### src/rtl/lc3b_types.sv
// Shared LC-3b datapath types: memory access FSM states and
// the byte-lane mask for the default 16-bit memory word.
package lc3b_types;

  localparam int LC3B_DATA_WIDTH = 16;
  localparam int LC3B_LANES      = LC3B_DATA_WIDTH / 8;

  typedef logic [LC3B_LANES-1:0] lc3b_mem_lanes;

  typedef enum logic [1:0] {
    IDLE,
    ACCESS,
    RESP
  } mem_access_state_t;

endpackage

### src/rtl/lane_select.sv
// Extracts one byte lane from a memory word, zero-extended
// back to the full word width.
module lane_select #(
  parameter int DATA_WIDTH = 16
) (
  input  logic [DATA_WIDTH-1:0]              word_i,
  input  logic [$clog2(DATA_WIDTH/8)-1:0]    lane_i,
  output logic [DATA_WIDTH-1:0]              byte_o
);

  localparam int NB = DATA_WIDTH / 8;
  localparam int LB = $clog2(NB);

  logic [7:0] sel;

  always_comb begin
    sel = '0;
    for (int i = 0; i < NB; i++) begin
      if (lane_i == LB'(i)) sel = word_i[8*i +: 8];
    end
  end

  assign byte_o = {{(DATA_WIDTH-8){1'b0}}, sel};

endmodule

### src/rtl/mem_access_unit.sv
// MAR/MDR, byte-lane steering and memory handshake for the core.
// MEM_ACCESS_MISALIGN_ERR_EN: flag misaligned word accesses.
module mem_access_unit
  import lc3b_types::*;
#(
  parameter int DATA_WIDTH = 16,
  parameter int ADDR_WIDTH = 16,
  parameter int LAT_WIDTH  = 8
) (
  input  logic                    clk,
  input  logic                    reset,
  input  logic                    req_valid,
  output logic                    req_ready,
  input  logic                    req_write,
  input  logic                    req_byte,
  input  logic [ADDR_WIDTH-1:0]   req_addr,
  input  logic [DATA_WIDTH-1:0]   req_wdata,
  output logic                    resp_valid,
  output logic [DATA_WIDTH-1:0]   resp_rdata,
  output logic                    resp_err,
  output logic [LAT_WIDTH-1:0]    last_latency,
  output logic                    mem_read,
  output logic                    mem_write,
  output logic [DATA_WIDTH/8-1:0] mem_byte_enable,
  output logic [ADDR_WIDTH-1:0]   mem_address,
  output logic [DATA_WIDTH-1:0]   mem_wdata,
  input  logic [DATA_WIDTH-1:0]   mem_rdata,
  input  logic                    mem_resp
);

  localparam int NB = DATA_WIDTH / 8;
  localparam int LB = $clog2(NB);

  mem_access_state_t state_q, state_d;

  logic [ADDR_WIDTH-1:0] mar_q;
  logic [DATA_WIDTH-1:0] mdr_q;
  logic [NB-1:0]         be_q;
  logic [LB-1:0]         lane_q;
  logic                  write_q;
  logic                  byte_q;
  logic [LAT_WIDTH-1:0]  cnt_q;
  logic [LAT_WIDTH-1:0]  lat_q;
  logic [DATA_WIDTH-1:0] rdata_q;

  logic [LB-1:0]         lane;
  logic [NB-1:0]         lane_oh;
  logic [DATA_WIDTH-1:0] byte_rdata;
  logic                  accept;
  logic                  skip;

  assign lane    = req_addr[LB-1:0];
  assign lane_oh = NB'(1) << lane;
  assign accept  = (state_q == IDLE) && req_valid;

  lane_select #(
    .DATA_WIDTH (DATA_WIDTH)
  ) u_lane_select (
    .word_i (mem_rdata),
    .lane_i (lane_q),
    .byte_o (byte_rdata)
  );

`ifdef MEM_ACCESS_MISALIGN_ERR_EN
  logic err_q;

  // Misaligned words never reach memory; they answer with an error.
  assign skip     = !req_byte && (lane != '0);
  assign resp_err = resp_valid && err_q;

  always_ff @(posedge clk) begin
    if (reset) begin
      err_q <= 1'b0;
    end else if (accept) begin
      err_q <= skip;
    end
  end
`else
  assign skip     = 1'b0;
  assign resp_err = 1'b0;
`endif

  always_comb begin
    state_d    = state_q;
    req_ready  = 1'b0;
    resp_valid = 1'b0;
    mem_read   = 1'b0;
    mem_write  = 1'b0;
    unique case (state_q)
      IDLE: begin
        req_ready = 1'b1;
        if (req_valid) state_d = skip ? RESP : ACCESS;
      end
      ACCESS: begin
        mem_read  = !write_q;
        mem_write = write_q;
        if (mem_resp) state_d = RESP;
      end
      RESP: begin
        resp_valid = 1'b1;
        state_d    = IDLE;
      end
      default: state_d = IDLE;
    endcase
  end

  always_ff @(posedge clk) begin
    if (reset) begin
      state_q <= IDLE;
      mar_q   <= '0;
      mdr_q   <= '0;
      be_q    <= '0;
      lane_q  <= '0;
      write_q <= 1'b0;
      byte_q  <= 1'b0;
      cnt_q   <= '0;
      lat_q   <= '0;
      rdata_q <= '0;
    end else begin
      state_q <= state_d;
      if (accept) begin
        mar_q   <= {req_addr[ADDR_WIDTH-1:LB], {LB{1'b0}}};
        mdr_q   <= req_byte ? {NB{req_wdata[7:0]}} : req_wdata;
        be_q    <= req_byte ? lane_oh : '1;
        lane_q  <= lane;
        write_q <= req_write;
        byte_q  <= req_byte;
        cnt_q   <= LAT_WIDTH'(1);
      end
      if (state_q == ACCESS) begin
        if (mem_resp) begin
          lat_q <= cnt_q;
          if (!write_q) rdata_q <= byte_q ? byte_rdata : mem_rdata;
        end else if (!(&cnt_q)) begin
          cnt_q <= cnt_q + 1'b1;
        end
      end
    end
  end

  assign mem_address     = mar_q;
  assign mem_wdata       = mdr_q;
  assign mem_byte_enable = be_q;
  assign resp_rdata      = rdata_q;
  assign last_latency    = lat_q;

endmodule

### config.mk
export PLATFORM = sky130hd
export DESIGN_NAME = mem_access_unit
export DESIGN_NICKNAME = d
export VERILOG_FILES = /design/src/rtl/lc3b_types.sv /design/src/rtl/lane_select.sv /design/src/rtl/mem_access_unit.sv
export SDC_FILE = /design/constraint.sdc
export NUM_CORES = 1
export LEC_CHECK = 0
export ABC_AREA = 0
export CAP_MARGIN = 25
export CORE_UTILIZATION = 35
export CTS_CLUSTER_SIZE = 14
export DETAILED_ROUTE_END_ITERATION = 10
export PLACE_DENSITY = 0.79
export SYNTH_ARGS = -nofsm -noshare
export SYNTH_HDL_FRONTEND = slang
export SYNTH_SLANG_ARGS = --single-unit
### constraint.sdc
create_clock -name clk -period 1.9 [get_ports clk]
set_input_delay 0.285 -clock clk [delete_from_list [all_inputs] [get_ports clk]]
set_output_delay 0.285 -clock clk [all_outputs]
set_load 0.03 [all_outputs]
Word-level counts from Yosys, hierarchy flattened

Cells that the tools add are included.

Bits in registers: 70
Logic and storage cells: 39

Add/sub/neg operators: 1
Equal/unequal tests: 4
Shifts and indexed selects: 1
Muxes and demuxes: 15
Bitwise operators: 1
Reductions and logical operators: 7

Operator list:

| cell                | count |
|---|---|
| $mux 8              | 5 |
| $mux 16             | 2 |
| $add 8x1->8 const B | 1 |
| $reduce_and 8->1    | 1 |
| $mux 2              | 3 |
| $mux 1              | 4 |
| $ne 2x2->1 const B  | 2 |
| $pmux 2 s2          | 1 |
| $reduce_and 2->1    | 2 |
| $reduce_and 3->1    | 1 |
| $eq 2x1->1 const B  | 1 |
| $eq 2x2->1 const B  | 1 |
| $logic_not 2->1     | 1 |
| $shl 1x1->2 const A | 1 |
| $logic_and 1x1->1   | 1 |
| $logic_not 1->1     | 1 |
| $not 1->1           | 1 |

Longest topological paths before layout

Depth after elaboration: 6
Gate-level depth with buffers: 6

By module

Synthesis repeated with hierarchy kept, for this count alone.

Cell total of the unflattened synthesis: 339
Area, all modules: 3011.6 sq um

By module, submodules not included:

| module          | instances | cells an instance | area each (sq um) | sequential area each (sq um) |
|---|---|---|---|---|
| mem_access_unit | 1         | 321               | 2816.5            | 1401.3 |
| lane_select     | 1         | 18                | 195.2             | 0.0 |

Least setup slack after synthesis

OpenSTA, ideal clock, no wires.

Path kind: flip-flop to flip-flop
From: register state_q[1]
To: register byte_q
Library setup time: 0.070 ns
Arrival: 1.778 ns
Data required time: 1.830 ns
Slack: 0.051 ns
Stages on the path, launching flop included: 7
Cells stage by stage: dfxtp_1 nor2_1 and2_1 clkbuf_1 clkbuf_1 nand2_1 a21oi_1

Longest elaborated chain between the ends: 2

Ends and longest elaborated chain:

| item                   | RTL line               | RTL |
|---|---|---|
| start, declared        | mem_access_unit.sv:34  | `mem_access_state_t state_q, state_d;` |
| start signal, assigned | mem_access_unit.sv:120 | `state_q <= state_d;` |
| $logic_not 2->1        | mem_access_unit.sv:54  | `assign accept = (state_q == IDLE) && req_valid;` |
| $logic_and 1x1->1      | mem_access_unit.sv:54  |  |
| end signal, assigned   | mem_access_unit.sv:127 | `byte_q <= req_byte;` |
| end, declared          | mem_access_unit.sv:41  | `logic byte_q;` |

No other way between the ends.
A chain may end at the register's enable or synchronous reset.

Worst setup path in the final report

From: register state_q[0]
To: register cnt_q[4]

Longest elaborated chain between the ends: 6

Ends and longest elaborated chain:

| item                 | RTL line               | RTL |
|---|---|---|
| $logic_not 2->1      | mem_access_unit.sv:54  |  |
| $logic_and 1x1->1    | mem_access_unit.sv:54  |  |
| $mux 8               | mem_access_unit.sv:121 | `if (accept) begin` |
| $mux 8               | mem_access_unit.sv:134 | `end else if (!(&cnt_q)) begin` |
| $mux 8               | mem_access_unit.sv:131 | `if (mem_resp) begin` |
| $mux 8 (*)           | mem_access_unit.sv:130 | `if (state_q == ACCESS) begin` |
| end signal, assigned | mem_access_unit.sv:135 | `cnt_q <= cnt_q + 1'b1;` |
| end, declared        | mem_access_unit.sv:42  | `logic [LAT_WIDTH-1:0] cnt_q;` |

Every way passes the cells marked *; elsewhere a longest branch is shown, timed or not.

==> results by group <==
Layout
  – Area Growth Syn to Fin: 53.1%
  – Commonest non-fill, non-tap cell in the layout: clkdlybuf4s50_1
  – Cell area after layout: 0.00427 sq mm
  – Share of layout cells above drive strength 1: 7.16%
  – Fill count: 691
  – Ant diodes: 0
  – Most frequent cells in the layout: clkdlybuf4s50_1, nand2_1, dfxtp_1
  – Fin nets: 498

Floorplan
  – Ports: 117
  – Chip height: 91.3 um
  – Die area: 0.00833 sq mm
  – CORE AREA: 0.00773 sq mm
  – Initial core utilization: 36.1%
  – FP Rows: 32
  – Die width: 91.3 um

Power and ir drop
  – Final Power: 3.51 mW
  – Leak: 1.63 nW
  – PwrDens: 821 mW/mm^2
  – Maximum vdd drop: 455 uV

Worst setup path
  – R2R cell count: 4
  – Reg2reg setup slack: 140 ps
  – Required time worst endpoint: 2160 ps
  – Critical path capture point type: register
  – CP max FO: 9
  – Worst EP arrival: 2020 ps
  – Reg2reg start: state_q[0]
  – Critical path class: register to register
  – CP Launch Type: register
  – CP Launch Point: state_q[0]
  – Worst flop-to-flop path endpoint: cnt_q[4]

Worst hold path
  – Hold EP: last_latency[6]
  – Worst hold start: reset
  – Hold path cells: 2
  – Hold Crit Class: input port to register

Place
  – Gpl congestion: 0.786
  – Port bufs: 114
  – Post-DP HPWL: 5.15 mm
  – Placement Cell Area: 0.00407 sq mm
  – Dpl ws: -173 ps

Clock network
  – Post-cts gate resize count: 2
  – Worst-Skew Late Latency: 330 ps
  – CTS Buf Count: 9
  – Clock transition at path regs: 70 ps
  – Root Driver: clkbuf_8
  – Post-CTS Setup Inserts: 0
  – Clk buf depth: 2
  – CTS tree: built
  – Hold-fix buffers, CTS: 0
  – H-tree levels: 3
  – Clock sink total: 70

Synthesis
  – Sequential fraction of the synthesis area: 50.2%
  – Syn Area/Cell: 8.38 sq um
  – Mapped Cells: 333
  – Ys Warns: 0
  – Unique masters post-synth: 35
  – Seq cells post-synth: 70
  – Post-Syn Area: 0.00279 sq mm

Timing
  – Setup Skew: 8.53 ps
  – Final period utilization: 92.5%
  – Least-Margin Pin Slew: 509 ps
  – Finish-stage setup viols: 0
  – Setup ws final: 142 ps
  – Hold Violations, Final: 0
  – Hold Slack: 397 ps
  – RSZ-0062 raised after global routing: no
  – Slew Limit Fails: 0
  – Maximum clock rate: 569 MHz
  – Rel. slew slack: 66.0%
  – Minimum clock period: 1760 ps

Drt
  – Number of DRC markers in iteration 0: 72
  – Final routed DRC violation total: 0
  – Vias per Instance: 5.03
  – DR vias: 2762
  – Routed WL per cell: 13.3 um
  – Final WL: 7.29 mm
  – Initial DRT Pass Iterations: 4
  – ANT nets after route: 0

Outcome
  – Outcome: completed

Flow run
  – # Max-Cap Violations: 0

Global routing
  – First-pass GRT wire length: 11.9 mm
  – GRT Overall Usage: 17.9%
  – Largest net degree at the start of global routing: 30
  – Initial antenna violation count: 0
  – Gr ovfl total: 0
  – Vias in the first global route: 2557
-- routing by layer --
metal  vias up  part of all wire (%)  GRT usage (%)
met2       106                    48           28.3
met4         0                   1.8           7.14
met5         -                     0              0
met3        13                   7.3           6.11
met1      1285                    43           22.2
li1       1358                     -              -
-- through the flow --
stage,setup TNS [ps],cells,util [%]
after global placement,-267,534,52.6
after floorplan,0,334,-
after detailed placement,-549,534,52.6
final,0,549,55.3
after global routing,0,549,55.3
after CTS,0,549,55.2
-- state kept, by name, summed over array words and instances, names as in the netlist --
name	cells
mem_byte_enable	2
mem_address	15
cnt_q	8
state_q	2
write_q	1
mem_wdata	16
last_latency	8
resp_rdata	16
byte_q	1
lane_q	1
-- layout make-up --
class                      instances  area [sq um]  share of cell area [%]
clock buffer                      10           128                    2.99
clock inverter                     5          75.1                    1.76
inverter                           2          7.51                   0.176
multi-input combinational        234          1270                    29.6
sequential                        70          1400                    32.8
tap                              102           128                    2.99
timing repair buffer             126          1270                    29.6
-- synth_stat cells --
cell      instances  share of area [%]
buf_4             2               0.54
a311oi_1          9                2.8
buf_6             1               0.40
and4_1            1               0.31
inv_1             2               0.27
buf_1             3               0.40
or3_1             3               0.67
a41oi_1           1               0.31
and2_1            1               0.22
dfxtp_1          70                 50
clkbuf_1         22                3.0
or4_1             1               0.27
and2b_2           1               0.31
nor4_1            2               0.45
ha_1              1               0.45
o32ai_1           1               0.31
or2_2             1               0.22
a21oi_1          39                7.0
a41o_4            1               0.76
nor3_1            3               0.54
mux2i_1          15                5.4
conb_1            1               0.13
nor3b_1           2               0.54
xnor2_1           1               0.31
o211ai_1          1               0.27
and3_1            1               0.22
or3b_1            1               0.31
o21ai_0           1               0.18
and3b_2           1               0.36
a211oi_1          9                2.4
a31oi_1           3               0.67
nand2_1          73                9.8
nand3_1          17                3.0
nand3b_1          9                2.4
nor2_1           33                4.4
-- cell families after synthesis --
logic type                 count (synthesis)  synth area share [%]
buffers and inverters                     30                  4.57
AOI/OAI and AO/OA                         65                  14.8
other                                      1                 0.134
DFF                                       70                  50.2
muxes                                     15                  5.38
adders and majority gates                  1                 0.448
and+or+nand+nor                          150                  24.2
xor gates and xnor gates                   1                 0.314
-- critical path, stage by stage (launching register included) --
cell,delay (ps)
dfxtp_1,390
or3b_1,520
a41o_4,310
or3_1,340
a31oi_1,130
-- report_power, final --
| group | internal (mW) | total (mW) | switching, mW | leakage (nW) |
|---|---|---|---|---|
| sequential | 1.54 | 1.59 | 0.0469 | 0.572 |
| clock | 0.726 | 1.25 | 0.523 | 0.106 |
| combinational | 0.312 | 0.670 | 0.358 | 0.957 |
-- how the worst max path moves through the flow --
stage / endpoint
after floorplan: byte_q
after global placement: cnt_q[4]
after detailed placement: cnt_q[4]
after CTS: mem_write
after global routing: cnt_q[4]
final: cnt_q[4]
Power figures use the tool's default switching activity.
